===== src/rtl/fifo_rd_packer.sv =====
// Read-side packer for the async FIFO: issues reads, absorbs the one-cycle read latency and
// packs PACK_RATIO narrow words into one wide valid/ready word, with flush of partial words.
module fifo_rd_packer #(
   parameter int DATA_WIDTH = 8,
   parameter int PACK_RATIO = 4,
   parameter int CNT_W      = $clog2(PACK_RATIO + 1)
) (
   input  logic                             clk_i,
   input  logic                             rst_i,
   input  logic                             fifo_rrdy_i,
   output logic                             fifo_re_o,
   input  logic [DATA_WIDTH-1:0]            fifo_dout_i,
   input  logic                             flush_i,
   output logic                             m_valid_o,
   input  logic                             m_ready_i,
   output logic [DATA_WIDTH*PACK_RATIO-1:0] m_data_o,
   output logic [CNT_W-1:0]                 m_count_o
);

   localparam int WIDE = DATA_WIDTH * PACK_RATIO;
   localparam logic [CNT_W-1:0] FULL = CNT_W'(PACK_RATIO);
   localparam logic [CNT_W-1:0] LAST = CNT_W'(PACK_RATIO - 1);

   typedef enum logic [1:0] {
      ACC,
      DRAIN,
      EMIT
   } state_t;

   state_t          state;
   state_t          state_next;
   logic [WIDE-1:0] acc;
   logic [WIDE-1:0] acc_cap;
   logic [WIDE-1:0] acc_next;
   logic [CNT_W-1:0] cnt;
   logic [CNT_W-1:0] cnt_cap;
   logic [CNT_W-1:0] cnt_next;
   logic [CNT_W:0]  fill;
   logic            pend;
   logic            out_free;
   logic            emit;
   logic            flush_take;
   logic            room;

   // acc_cap/cnt_cap are the accumulator after the landing word; emit empties it into the output
   always_comb begin
      out_free = ~m_valid_o | m_ready_i;
      acc_cap  = acc;
      for (int i = 0; i < PACK_RATIO; i++) begin
         if (pend && (cnt == CNT_W'(i))) begin
            acc_cap[i*DATA_WIDTH +: DATA_WIDTH] = fifo_dout_i;
         end
      end
      cnt_cap  = cnt + CNT_W'(pend);
      emit     = out_free & ((cnt_cap == FULL) | ((state == EMIT) & (cnt_cap != '0)));
      acc_next = emit ? '0 : acc_cap;
      cnt_next = emit ? '0 : cnt_cap;
   end

   // A read is allowed when its word will have a lane, counting a lane freed by this edge's transfer
   always_comb begin
      fill       = {1'b0, cnt} + (CNT_W + 1)'(pend);
      room       = (fill < (CNT_W + 1)'(PACK_RATIO)) | (pend & (cnt == LAST) & out_free);
      flush_take = flush_i & (state == ACC) & ((cnt != '0) | pend);
      fifo_re_o  = 1'b0;
      state_next = state;
      case (state)
         ACC: begin
            fifo_re_o = ~rst_i & ~flush_take & fifo_rrdy_i & room;
            if (flush_take) begin
               state_next = DRAIN;
            end
         end
         DRAIN: begin
            state_next = (cnt_next == '0) ? ACC : EMIT;
         end
         EMIT: begin
            if ((cnt == '0) || emit) begin
               state_next = ACC;
            end
         end
         default: state_next = ACC;
      endcase
   end

   always_ff @(posedge clk_i or posedge rst_i) begin
      if (rst_i) begin
         state <= ACC;
      end else begin
         state <= state_next;
      end
   end

   always_ff @(posedge clk_i or posedge rst_i) begin
      if (rst_i) begin
         acc       <= '0;
         cnt       <= '0;
         pend      <= 1'b0;
         m_valid_o <= 1'b0;
         m_data_o  <= '0;
         m_count_o <= '0;
      end else begin
         acc  <= acc_next;
         cnt  <= cnt_next;
         pend <= fifo_re_o & fifo_rrdy_i;
         if (emit) begin
            m_valid_o <= 1'b1;
            m_data_o  <= acc_cap;
            m_count_o <= cnt_cap;
         end else if (m_ready_i) begin
            m_valid_o <= 1'b0;
         end
      end
   end

endmodule


===== config.mk =====
export PLATFORM = sky130hd
export DESIGN_NAME = fifo_rd_packer
export DESIGN_NICKNAME = d
export VERILOG_FILES = /design/src/rtl/fifo_rd_packer.sv
export SDC_FILE = /design/constraint.sdc
export NUM_CORES = 1
export LEC_CHECK = 0
export CORE_UTILIZATION = 53
export DETAILED_ROUTE_END_ITERATION = 7
export MAX_ROUTING_LAYER = met4
export PLACE_DENSITY = 0.81
export SYNTH_ARGS = -nofsm -noshare
export SYNTH_HDL_FRONTEND = slang
export SYNTH_SLANG_ARGS = --single-unit

===== constraint.sdc =====
create_clock -name clk_i -period 2.8 [get_ports clk_i]
set_input_delay 0.28 -clock clk_i [delete_from_list [all_inputs] [get_ports clk_i]]
set_output_delay 0.28 -clock clk_i [all_outputs]
set_load 0.005 [all_outputs]

==> flow_summary_export.csv <==
group,metric,value,unit
grt,antenna_found_initial,0,
clock_tree,cts-hold-fix-buffers,0,
floorplanning,io_pins,50,
cells_and_area,fillers,426,
cells_and_area,fin_cells,382,
logic_synthesis,yosysWarningCount,0,
clock_tree,insertion_delay,330,ps
grt,grt_pass1_vias,1943,
power_and_ir_drop,seq_power_share,0.426,
cells_and_area,multi_input_area,0.00105,sq mm
floorplanning,initial_core_util,0.558,
outcome,status,"finished, final reports clean",
clock_tree,clock_path_buffers,2,
clock_tree,htree_levels,3,
min_path,hp-class,"in2async",
drt,dr_total_vias,1937,
placed_design,placement.io_buffers,49,
floorplanning,die_w,78.6,um
logic_synthesis,synth_cells,251,
drt,viasPerCell,5.07,
floorplanning,fp.coreArea,0.00557,sq mm
timing,clock_skew,5.99,ps
drt,dr.pass1.iters,4,
timing,layout_setup_ws,361,ps
timing,min_period_over_period,0.871,
clock_tree,cts_resized,0,
clock_tree,postCtsSetupRepairBufs,0,
logic_synthesis,synth_area_leaders,"dfrtp_1, mux2i_1, nor2_1",
timing,setup_viol,0,
timing,tightest_slew,566,ps
setup_path,reg2reg_setup_slack,410,ps
drt,ant_nets,0,
floorplanning,dieHeight,78.6,um
setup_path,crit_arrival,2160,ps
timing,setup-tns-final,0,ps
logic_synthesis,synth_top_area_cell,"dfrtp_1",
setup_path,crit_path_end_kind,"output port",
setup_path,rr_worst_depth,7,
setup_path,rr_endpoint,"m_data_o[11]$_DFFE_PP0P_",
cells_and_area,seq_area,0.00185,sq mm
timing,slew_viol_final,0,
clock_tree,cts_tree,"yes",
drt,wl,5640,um
power_and_ir_drop,comb_power_share,0.364,
cells_and_area,final_layout_size_suffix_gt1_frac,0.100,
clock_tree,clk_pin_slew,70,ps
placed_design,place_inst,367,
timing,slew_headroom,0.622,
setup_path,criticalPathCategory,"reg2out",
setup_path,critPathMaxFanout,6,
logic_synthesis,yosysSeqAreaShare,0.595,
grt,gr-total-overflow,0,
drt,avgRoutedWirePerCell,14.8,um
setup_path,rr_startpoint,"cnt[0]$_DFF_PP0_",
power_and_ir_drop,p_leak,1.80,nW
floorplanning,die_area,0.00618,sq mm
grt,grt_max_degree,33,
timing,fin_crit,2440,ps
cells_and_area,antenna_cells,0,
job,drv_cap,0,
logic_synthesis,ys_seq_elements,74,
power_and_ir_drop,p_switching,1.22,mW
grt,grt_usage,0.212,
timing,rsz0062_at_grt,"no",
setup_path,cp_data_required_time,2520,ps
placed_design,place_congestion,0.807,
power_and_ir_drop,netSwitchingFraction,0.306,
timing,hold_viol_final,0,
setup_path,start_kind,"flip-flop",
logic_synthesis,synth_cell_types,31,
logic_synthesis,syn_nets,266,
cells_and_area,synthToLayoutAreaGrowth,24.8,%
power_and_ir_drop,powerDensity,1020,mW/mm^2
power_and_ir_drop,vdd.ir_drop.worst,538,uV
power_and_ir_drop,p_int,2.76,mW
clock_tree,cts_made_buffers,9,
drt,remaining_drc_errors,0,
timing,fmax,410,MHz
logic_synthesis,synth_top_flop_cell,"dfrtp_1",
logic_synthesis,syn_area_per_cell,12.4,sq um
cells_and_area,fin_nets,321,
logic_synthesis,async_reset_ff_frac,1.00,
logic_synthesis,synth_top_area_share,0.595,
clock_tree,cts_sinks,74,
logic_synthesis,synth-edff-count,0,
logic_synthesis,syn-cell-area,0.00311,sq mm
placed_design,pre_cts_slack,432,ps
floorplanning,rows,27,
placed_design,dp_hpwl,3810,um
grt,grt_pass1_wl,9360,um
drt,drt_iter0_markers,98,
power_and_ir_drop,clockPowerShare,0.210,
clock_tree,clockRootBuffer,"clkbuf_8",
==> cell usage after synthesis (3+ instances only) <==
cell type  instances
nor2_1            35
dfrtp_1           74
inv_1             33
mux2i_1           64
buf_2              3
buf_6              5
nand2_1            3
==> worst max-delay path by stage <==
stage / startpoint / to / cells after the start
after global placement: cnt[0]$_DFF_PP0_ / m_data_o[11]$_DFFE_PP0P_ / 6
after global routing: cnt[1]$_DFF_PP0_ / fifo_re_o / 4
after detailed placement: cnt[0]$_DFF_PP0_ / m_data_o[19]$_DFFE_PP0P_ / 7
after CTS: cnt[0]$_DFF_PP0_ / fifo_re_o / 5
after floorplan: rst_i / acc[0]$_DFF_PP0_ / 1
final: cnt[0]$_DFF_PP0_ / fifo_re_o / 5
==> worst max-delay path, stage by stage (launching register included) <==
cell and delay [ps]:
dfrtp_1 440, ha_1 240, ha_1 250, o221ai_1 230
and3_1 180, clkdlybuf4s50_1 500
==> cell type report <==
class	instances	share of cell area
clock buffers	13	0.0435
clock inverters	2	0.00902
inverters	33	0.0319
multi-input cells	131	0.271
flip-flops and latches	74	0.477
well taps	72	0.0232
repair buffers	57	0.145
==> power groups by stage <==
stage,Sequential [mW],Combinational [mW],Clock (mW)
5_1_grt,1.74,1.59,0.908
2_1_floorplan,1.67,0.851,0
6_report,1.70,1.45,0.835
3_3_place_gp,1.70,1.41,0
3_5_place_dp,1.71,1.45,0
4_1_cts,1.70,1.47,0.856
==> through the flow <==
step	hold WS [ps]	util	total power [mW]	area, sq um
final	356	0.697	3.98	3880
after global routing	401	0.697	4.24	3880
after CTS	367	0.697	4.02	3880
after detailed placement	490	0.660	3.17	3680
after global placement	480	0.660	3.11	3680
after floorplan	447	-	2.53	3110
==> flip-flops by register name, summed over array words and instances, names as in the netlist <==
signal / cells
cnt: 3
m_count_o: 3
pend: 1
acc: 32
m_data_o: 32
m_valid_o: 1
state: 2
==> metal layers <==
| layer | GRT usage | vias to the layer above | part of all wire |
|---|---|---|---|
| li1 | - | 930 | - |
| met1 | 0.279 | 954 | 0.48 |
| met2 | 0.317 | 45 | 0.46 |
| met3 | 0.0628 | 8 | 0.042 |
| met4 | 0.0667 | 0 | 0.012 |
| met5 | - | - | 0 |
==> cells by family after synthesis <==
kind of cell / Yosys count / share of synthesized area
compound gates: 6 / 0.0129
xor+xnor: 2 / 0.00563
fa+ha+maj: 2 / 0.00804
buf+inv: 46 / 0.0756
flops: 74 / 0.595
mux: 67 / 0.218
simple gates: 54 / 0.0848
==> cell usage in the layout (no fill, tap or decap) <==
cell	count
a22oi_1	1
bufinv_16	1
buf_4	7
nand3_1	1
nor3b_2	1
clkinv_2	1
or3_1	1
clkdlybuf4s50_1	49
nor4bb_2	2
clkbuf_1	1
nor2b_1	2
inv_2	1
a31o_4	1
nor4b_2	1
o221ai_1	1
nor4b_1	1
buf_12	1
nand2_1	3
nand2b_1	1
xnor2_1	1
mux2_4	1
and3_1	2
clkbuf_8	12
and2b_1	2
nor2_1	35
o21ai_0	2
dfrtp_1	74
mux2i_1	64
inv_1	32
nor3_1	1
mux2_2	2
xor2_1	1
nand4b_1	1
ha_1	2
a21oi_1	1
(Power assumes the default switching activity.)
